### src/rtl/ifetch_buffer.sv
// Fetch stage: issues the PC over a req/gnt + rvalid handshake and queues returned
// instructions for decode. Define IFETCH_PERF_EN to add fetch/stall/flush counters.
module ifetch_buffer #(
    parameter int ADDR_W = 32,
    parameter int DATA_W = 32,
    parameter int DEPTH  = 4
) (
    input  logic              clk_i,
    input  logic              rst_i,
    input  logic [ADDR_W-1:0] pc_i,
    input  logic              flush_i,
    output logic              stall_o,
    output logic              imem_req_o,
    output logic [ADDR_W-1:0] imem_addr_o,
    input  logic              imem_gnt_i,
    input  logic              imem_rvalid_i,
    input  logic [DATA_W-1:0] imem_rdata_i,
    output logic              instr_valid_o,
    output logic [DATA_W-1:0] instr_o,
    output logic [ADDR_W-1:0] instr_pc_o,
    input  logic              instr_ready_i
`ifdef IFETCH_PERF_EN
    ,
    output logic [31:0]       perf_fetch_o,
    output logic [31:0]       perf_stall_o,
    output logic [31:0]       perf_flush_o
`endif
);

    localparam int PTR_W = $clog2(DEPTH);
    localparam int CNT_W = PTR_W + 1;
    localparam logic [CNT_W:0] L_DEPTH = DEPTH[CNT_W:0];

    typedef enum logic [0:0] {ST_RUN = 1'b0, ST_DRAIN = 1'b1} state_t;

    state_t              r_state;
    logic [CNT_W-1:0]    r_out_cnt;
    logic [CNT_W-1:0]    r_buf_cnt;
    logic [CNT_W-1:0]    r_drop_cnt;
    logic [PTR_W-1:0]    r_pcq_wr;
    logic [PTR_W-1:0]    r_pcq_rd;
    logic [PTR_W-1:0]    r_buf_wr;
    logic [PTR_W-1:0]    r_buf_rd;
    logic [ADDR_W-1:0]   r_pcq     [DEPTH];
    logic [DATA_W-1:0]   r_buf_ins [DEPTH];
    logic [ADDR_W-1:0]   r_buf_pc  [DEPTH];

    logic                w_credit;
    logic                w_req;
    logic                w_grant;
    logic                w_rsp;
    logic                w_rsp_keep;
    logic                w_pop;
    logic [CNT_W-1:0]    w_drop_next;

    // Credit counts only registered occupancy, so a same-cycle pop never frees a slot early.
    assign w_credit    = (({1'b0, r_out_cnt} + {1'b0, r_buf_cnt}) < L_DEPTH);
    assign w_req       = !rst_i && (r_state == ST_RUN) && w_credit && !flush_i;
    assign w_grant     = w_req && imem_gnt_i;
    assign w_rsp       = imem_rvalid_i && (r_out_cnt != CNT_W'(0));
    assign w_rsp_keep  = w_rsp && (r_state == ST_RUN) && !flush_i;
    assign w_pop       = instr_valid_o && instr_ready_i;
    assign w_drop_next = r_out_cnt - CNT_W'(w_rsp);

    assign imem_req_o    = w_req;
    assign imem_addr_o   = pc_i;
    assign stall_o       = rst_i || (!flush_i && !w_grant);
    assign instr_valid_o = (r_buf_cnt != CNT_W'(0));
    assign instr_o       = instr_valid_o ? r_buf_ins[r_buf_rd] : {DATA_W{1'b0}};
    assign instr_pc_o    = instr_valid_o ? r_buf_pc[r_buf_rd]  : {ADDR_W{1'b0}};

    // Control FSM, counters and pointers.
    always_ff @(posedge clk_i or posedge rst_i) begin
        if (rst_i) begin
            r_state    <= ST_RUN;
            r_out_cnt  <= CNT_W'(0);
            r_buf_cnt  <= CNT_W'(0);
            r_drop_cnt <= CNT_W'(0);
            r_pcq_wr   <= PTR_W'(0);
            r_pcq_rd   <= PTR_W'(0);
            r_buf_wr   <= PTR_W'(0);
            r_buf_rd   <= PTR_W'(0);
        end else if (flush_i) begin
            r_buf_cnt  <= CNT_W'(0);
            r_buf_wr   <= PTR_W'(0);
            r_buf_rd   <= PTR_W'(0);
            r_pcq_wr   <= PTR_W'(0);
            r_pcq_rd   <= PTR_W'(0);
            r_drop_cnt <= w_drop_next;
            r_out_cnt  <= w_drop_next;
            r_state    <= (w_drop_next != CNT_W'(0)) ? ST_DRAIN : ST_RUN;
        end else begin
            case (r_state)
                ST_RUN: begin
                    r_out_cnt <= r_out_cnt + CNT_W'(w_grant) - CNT_W'(w_rsp_keep);
                    r_pcq_wr  <= r_pcq_wr + PTR_W'(w_grant);
                    r_pcq_rd  <= r_pcq_rd + PTR_W'(w_rsp_keep);
                    r_buf_cnt <= r_buf_cnt + CNT_W'(w_rsp_keep) - CNT_W'(w_pop);
                    r_buf_wr  <= r_buf_wr + PTR_W'(w_rsp_keep);
                    r_buf_rd  <= r_buf_rd + PTR_W'(w_pop);
                end
                ST_DRAIN: begin
                    if (w_rsp) begin
                        r_drop_cnt <= r_drop_cnt - CNT_W'(1);
                        r_out_cnt  <= r_out_cnt - CNT_W'(1);
                        r_state    <= (r_drop_cnt == CNT_W'(1)) ? ST_RUN : ST_DRAIN;
                    end else begin
                        r_state    <= ST_DRAIN;
                    end
                end
                default: begin
                    r_state <= ST_RUN;
                end
            endcase
        end
    end

    // Payload storage; contents are only observed through valid occupancy.
    always_ff @(posedge clk_i) begin
        if (w_grant) begin
            r_pcq[r_pcq_wr] <= pc_i;
        end
        if (w_rsp_keep) begin
            r_buf_ins[r_buf_wr] <= imem_rdata_i;
            r_buf_pc[r_buf_wr]  <= r_pcq[r_pcq_rd];
        end
    end

`ifdef IFETCH_PERF_EN
    logic [31:0] r_perf_fetch;
    logic [31:0] r_perf_stall;
    logic [31:0] r_perf_flush;

    // Free-running event counters, wrapping at 2^32.
    always_ff @(posedge clk_i or posedge rst_i) begin
        if (rst_i) begin
            r_perf_fetch <= 32'd0;
            r_perf_stall <= 32'd0;
            r_perf_flush <= 32'd0;
        end else begin
            r_perf_fetch <= r_perf_fetch + 32'(w_pop);
            r_perf_stall <= r_perf_stall + 32'(stall_o);
            r_perf_flush <= r_perf_flush + 32'(flush_i);
        end
    end

    assign perf_fetch_o = r_perf_fetch;
    assign perf_stall_o = r_perf_stall;
    assign perf_flush_o = r_perf_flush;
`endif

endmodule

### config.mk
export PLATFORM = sky130hd
export DESIGN_NAME = ifetch_buffer
export DESIGN_NICKNAME = d
export VERILOG_FILES = /design/src/rtl/ifetch_buffer.sv
export SDC_FILE = /design/constraint.sdc
export NUM_CORES = 1
export LEC_CHECK = 0
export CAP_MARGIN = 20
export CORE_ASPECT_RATIO = 0.6
export CORE_UTILIZATION = 50
export CTS_CLUSTER_DIAMETER = 150
export DETAILED_ROUTE_END_ITERATION = 8
export DONT_BUFFER_PORTS = 1
export HOLD_SLACK_MARGIN = 0.06
export SKIP_LAST_GASP = 1
export SLEW_MARGIN = 10
export SYNTH_ARGS = -nofsm -noshare
export SYNTH_HDL_FRONTEND = slang
export SYNTH_SLANG_ARGS = --single-unit
### constraint.sdc
create_clock -name clk_i -period 16.8 [get_ports clk_i]
set_input_delay 2.52 -clock clk_i [delete_from_list [all_inputs] [get_ports clk_i]]
set_output_delay 2.52 -clock clk_i [all_outputs]
set_load 0.01 [all_outputs]
; After elaboration in Yosys (flattened, before gate mapping)
; Memory sizes are Yosys's and may differ from the RTL's.
; Index checks and enable logic that the tools add are counted.
[totals]
ff_bits = 18
ramBits = 384
input_bits = 70
out_inout_bits = 99
word_cells = 74
n_memories = 3
[classes]
n_addsub = 12
magnitude_cmp = 1
eq_ne = 3
mux = 27
bitwise_logic = 1
n_reduce_logical = 19
[mem_list]
columns = name, words, width, read_ports, rd_ports_with_merged_regs, wr, line_no
row1 = r_buf_ins, 4, 32, 1, 0, 1, 45  ; logic [DATA_W-1:0] r_buf_ins [DEPTH];
row2 = r_buf_pc, 4, 32, 1, 0, 1, 46  ; logic [ADDR_W-1:0] r_buf_pc [DEPTH];
row3 = r_pcq, 4, 32, 1, 0, 1, 44  ; logic [ADDR_W-1:0] r_pcq [DEPTH];
[ops]
columns = cell, n
row1 = 32-bit two-way mux, 2
row2 = 3-bit two-way mux, 7
row3 = 2-bit two-way mux, 8
row4 = 1-bit logical AND, 9
row5 = 1-bit two-way mux, 9
row6 = 3-bit nonzero test, 3
row7 = 3-bit by 1-bit subtractor with 3-bit output, 3
row8 = 2-bit by 1-bit adder with 2-bit output, 4
row9 = 3-bit by 1-bit adder with 3-bit output, 2
row10 = 3-bit case mux with 2 select lines, 1
row11 = "3-bit by 1-bit subtractor with 3-bit output, second input constant", 2
row12 = 3-bit by 3-bit adder with 4-bit output, 1
row13 = "4-bit by 3-bit less-than comparator with 1-bit output, second input constant", 1
row14 = 2-bit nonzero test, 2
row15 = "3-bit by 1-bit equality test with 1-bit output, second input constant", 1
row16 = 1-bit zero test, 3
row17 = "3-bit by 2-bit inequality test with 1-bit output, second input constant", 1
row18 = "2-bit inequality test, second input constant", 1
row19 = 2-bit AND reduction, 1
row20 = 1-bit logical OR, 1
row21 = 1-bit inverter, 1

; Depth between registers and ports, before layout
[logic_depth]
depth_word = 9
ltp_mapped = 14
ltp_nobuf = 13

; Worst setup path after synthesis
; No wires, ideal clock.
[synth_path]
kind = input-to-reg
startpoint = in imem_rvalid_i
endpoint = mem r_buf_ins[2][0] (enable)
setup_ns = 0.578
arrival_time_ns = 7.628
required_ns = 16.222
setup_slack_ns = 8.594
cell_stages = 4
n_path_buf = 1
cell_sequence = nor2b_1 > buf_2 > nand2_1 > nor3b_1
[synth_via]
elab_chain_cells = 5
[synth_rtl]
columns = element, line_no
row1 = start: declaration, 16  ; input logic imem_rvalid_i,
row2 = 1-bit logical AND, 60  ; assign w_rsp = imem_rvalid_i && (r_out_cnt != CNT_W'(0));
row3 = 1-bit logical AND (2 in series), 61  ; assign w_rsp_keep = w_rsp && (r_state == ST_RUN) && !flush_i;
row4 = 1-bit two-way mux, 123  ; if (w_rsp_keep) begin
row5 = 1-bit two-way mux (not written as such), 124  ; r_buf_ins[r_buf_wr] <= imem_rdata_i;
row6 = end: declaration, 45
; Every way passes these cells.

; Worst setup path after layout
[layout_path]
startpoint = in rst_i
endpoint = out stall_o
[layout_via]
elab_chain_cells = 8
[layout_rtl]
columns = element, line_no
row1 = start: declaration, 9  ; input logic rst_i,
row2 = 1-bit zero test (no source line), -
row3 = 1-bit logical AND (3 in series), 58  ; assign w_req = !rst_i && (r_state == ST_RUN) && w_credit && !flush_i;
row4 = named net imem_req_o, 13  ; output logic imem_req_o,
row5 = 1-bit logical AND, 59  ; assign w_grant = w_req && imem_gnt_i;
row6 = 1-bit zero test, 67  ; assign stall_o = rst_i || (!flush_i && !w_grant);
row7 = 1-bit logical AND, 67
row8 = 1-bit logical OR, 67
row9 = end: declaration, 12  ; output logic stall_o,
; The timed path passes the listed nets, and every way through them passes these cells.

==> flow_metrics.tcl <==
set metrics [dict create \
    run_status "complete, no violations" \
    syn_nets 824 \
    htreeDepth 2 \
    setup_crit_path_kind "in -> out" \
    period_minus_slack_ns 5.95 \
    dr_wl_cell_um 23.6 \
    grt_overflow_total 0 \
    yosysUniqueCellTypes 32 \
    crit_arrival_ns 3.43 \
    cts_tree "built" \
    count_of_state_elements_after_synthesis 402 \
    max-cap-violations 0 \
    leakage_nw 5.44 \
    nNetsFinal 809 \
    setup.reg_to_reg.worst_slack_ns 12.82 \
    mostFrequentLayoutCells "sky130_fd_sc_hd__edfxtp_1 (384), sky130_fd_sc_hd__mux4_2 (96), sky130_fd_sc_hd__and2_1 (67)" \
    busiest_layer "met2" \
    synth_largest_area_cell "sky130_fd_sc_hd__edfxtp_1" \
    placeableCoreArea_um2 30500 \
    place_worst_setup_slack_ns 10.84 \
    fp.dieW_um 231 \
    placement_rows 49 \
    final.fill_count 2203 \
    post-cts-setup-buffer-count 0 \
    drc_markers 0 \
    setup_viol_count_final 0 \
    worst_setup_path_end_kind "primary output" \
    warnings_synthesis 0 \
    cts-root-buf "sky130_fd_sc_hd__clkbuf_16" \
    critPathMaxFanout 5 \
    layout-area-overhead-vs-synth_pct 9.10 \
    cts.hold.buffers_added 0 \
    setup_total_negative_slack_ns 0 \
    timing.fmax_mhz 168 \
    cts-buffers-inserted 38 \
    postRouteAntennaNets 0 \
    totalWireLength_um 27200 \
    effective_utilization_at_floorplan_pct 51.7 \
    fp.dieArea_um2 32200 \
    first_global_vias 7183 \
    gpl.final_weighted_congestion 0.793 \
    slew_violations 0 \
    post_synth_main_area_contributors "sky130_fd_sc_hd__edfxtp_1 (73%), sky130_fd_sc_hd__mux4_2 (14%), sky130_fd_sc_hd__dfrtp_1 (2.9%)" \
    insertedDiodeCount 0 \
    final.period_utilization_pct 35.4 \
    worstPathRequired_ns 14.28 \
    grt_antenna_before_repair 0 \
    route.detailed.vias_per_inst 5.71 \
    floorplan.io_pins 169 \
    global_route_wire_length_before_repair_um 42200 \
    final.setup_skew_ns 0.0221 \
    grtUsageTotal_pct 17.7 \
    drt-pass1-iter-count 4 \
    power_per_cell_area_nw_per_um2 129 \
    timing.max_slew.rel_slack_pct 27.7 \
    dr_total_vias 6593 \
    dp.final_hpwl_um 15300 \
    worst_hold_path_type "reg -> reg" \
    clkLatencyLatePin_ns 0.52 \
    critical_path_source_type "input pin" \
    peakVddDrop_v 0.0000830 \
    synth.yosys.seq_area_share_pct 76.1 \
    cell_area_synth_um2 15700 \
    critical_path.max_stage_delay_ns 0.27 \
    critical_path.slowest_cell "sky130_fd_sc_hd__and3_1" \
    rsz0062_at_grt "no" \
    ctsResizeCount 0 \
    syn_inst 736 \
    global_routing_usage_on_met3_pct 5.29 \
    maximum_number_of_pins_on_one_net_before_global_route_repair 66 \
    die_h_um 139 \
    layout-drive-gt1-share_pct 22.8 \
    dr.first_iter.drc_count 441 \
    synth_top_cell_area_share_pct 73.2 \
    fin_ws_ns 10.85 \
    cp_cell_sequence "nor4_1, and3_1, nand2_1, inv_1, a21oi_1" \
    globalRouteMet1Util_pct 22.6 \
    synthesis.area_per_instance_um2 21.4 \
    worst-slew-pin-transition_ns 1.09 \
    clk_pin_slew_ns 0.06 \
    commonest_non_fill_non_tap_cell_in_the_layout "sky130_fd_sc_hd__edfxtp_1" \
    gr-usage-met2_pct 29.9 \
    cts.sink_count 402 \
    portBuffers 0 \
    final_hold_viol_count 0 \
    hold_slack_ns 0.548 \
    cts_max_path_buffers 3 \
]
## power by group
group	internal (mW)	total, mW	leakage [nW]	switching, mW
sequential	1.13	1.16	3.69	0.0250
clock	0.501	0.841	0.594	0.340
combinational	0.0891	0.215	1.16	0.125
## stage by stage
stage / power [mW] / util, % / area [µm²] / std cells
6_report: 2.22 / 56.4 / 17200 / 1155
5_1_grt: 2.30 / 56.4 / 17200 / 1155
4_1_cts: 2.24 / 56.4 / 17200 / 1155
3_5_place_dp: 1.40 / 52.4 / 16000 / 1089
3_3_place_gp: 1.39 / 52.4 / 16000 / 1089
2_1_floorplan: 1.35 / - / 15700 / 736
## worst max-delay path, delay by kind of cell
kind	cells	cell delay, ns
simple gates	3	0.69
buf+inv	1	0.14
compound gates	1	0.09
## path summary, 6_finish.rpt
kind,end,from,cells past startpoint
max in group asynchronous,r_buf_rd[1],rst_i,1
worst max register to register,r_buf_ins[1][7],r_out_cnt[1],9
worst max-delay path,stall_o,rst_i,5
worst min-delay path,r_drop_cnt[2],r_drop_cnt[2],1
worst min register to register,r_drop_cnt[2],r_drop_cnt[2],1
min in group asynchronous,r_buf_wr[1],rst_i,1
## cells by family after synthesis
group | synth area share [%]
DFF | 76.1
and+or+nand+nor | 4.05
muxes | 14.2
buffers and inverters | 3.03
adders and majority gates | 1.53
AOI/OAI and AO/OA | 0.588
xor gates and xnor gates | 0.556
## sequential cells by signal, indices dropped and copies added, names as in the netlist, 2 cells and up
signal      cells
r_buf_pc      128
r_pcq_wr        2
r_buf_wr        2
r_buf_rd        2
r_buf_cnt       3
r_drop_cnt      3
r_out_cnt       3
r_pcq         128
r_pcq_rd        2
r_buf_ins     128
## routing by layer
metal | up-vias | part of all wire (%) | routed length [µm]
met5 | - | 0 | 0
met4 | 0 | 1.4 | 374
met3 | 41 | 7.0 | 1910
met2 | 170 | 50 | 13700
met1 | 3502 | 41 | 11200
li1 | 2880 | - | -
## synth_stat cells
| cell type | n |
|---|---|
| sky130_fd_sc_hd__nand3b_1 | 1 |
| sky130_fd_sc_hd__inv_1 | 12 |
| sky130_fd_sc_hd__buf_6 | 6 |
| sky130_fd_sc_hd__xnor2_1 | 8 |
| sky130_fd_sc_hd__nor3b_1 | 4 |
| sky130_fd_sc_hd__nand2b_1 | 1 |
| sky130_fd_sc_hd__ha_1 | 16 |
| sky130_fd_sc_hd__nor2b_1 | 6 |
| sky130_fd_sc_hd__a31oi_1 | 1 |
| sky130_fd_sc_hd__or3_1 | 2 |
| sky130_fd_sc_hd__dfrtp_1 | 18 |
| sky130_fd_sc_hd__a21oi_1 | 5 |
| sky130_fd_sc_hd__and3_1 | 3 |
| sky130_fd_sc_hd__o22a_1 | 2 |
| sky130_fd_sc_hd__fa_1 | 2 |
| sky130_fd_sc_hd__o21ai_0 | 5 |
| sky130_fd_sc_hd__clkbuf_1 | 12 |
| sky130_fd_sc_hd__xor2_1 | 2 |
| sky130_fd_sc_hd__buf_4 | 32 |
| sky130_fd_sc_hd__nand3_1 | 2 |
| sky130_fd_sc_hd__nor4_1 | 1 |
| sky130_fd_sc_hd__buf_2 | 15 |
| sky130_fd_sc_hd__and2_1 | 67 |
| sky130_fd_sc_hd__a221oi_1 | 1 |
| sky130_fd_sc_hd__nor2_1 | 13 |
| sky130_fd_sc_hd__mux4_2 | 96 |
| sky130_fd_sc_hd__edfxtp_1 | 384 |
| sky130_fd_sc_hd__buf_1 | 1 |
| sky130_fd_sc_hd__nand2_1 | 7 |
| sky130_fd_sc_hd__a221o_1 | 1 |
| sky130_fd_sc_hd__nor3_1 | 3 |
| sky130_fd_sc_hd__mux2i_1 | 7 |
## layout make-up
| cell class | instances | area, µm² | area share, % |
|---|---|---|---|
| clock inverters | 19 | 216 | 1.26 |
| well taps | 408 | 510 | 2.97 |
| inverters | 12 | 45.0 | 0.262 |
| repair buffers | 11 | 82.6 | 0.481 |
| multi-input cells | 256 | 3330 | 19.4 |
| flip-flops and latches | 402 | 12000 | 69.8 |
| clock buffers | 47 | 1010 | 5.85 |
Power figures use the tool's default switching activity.
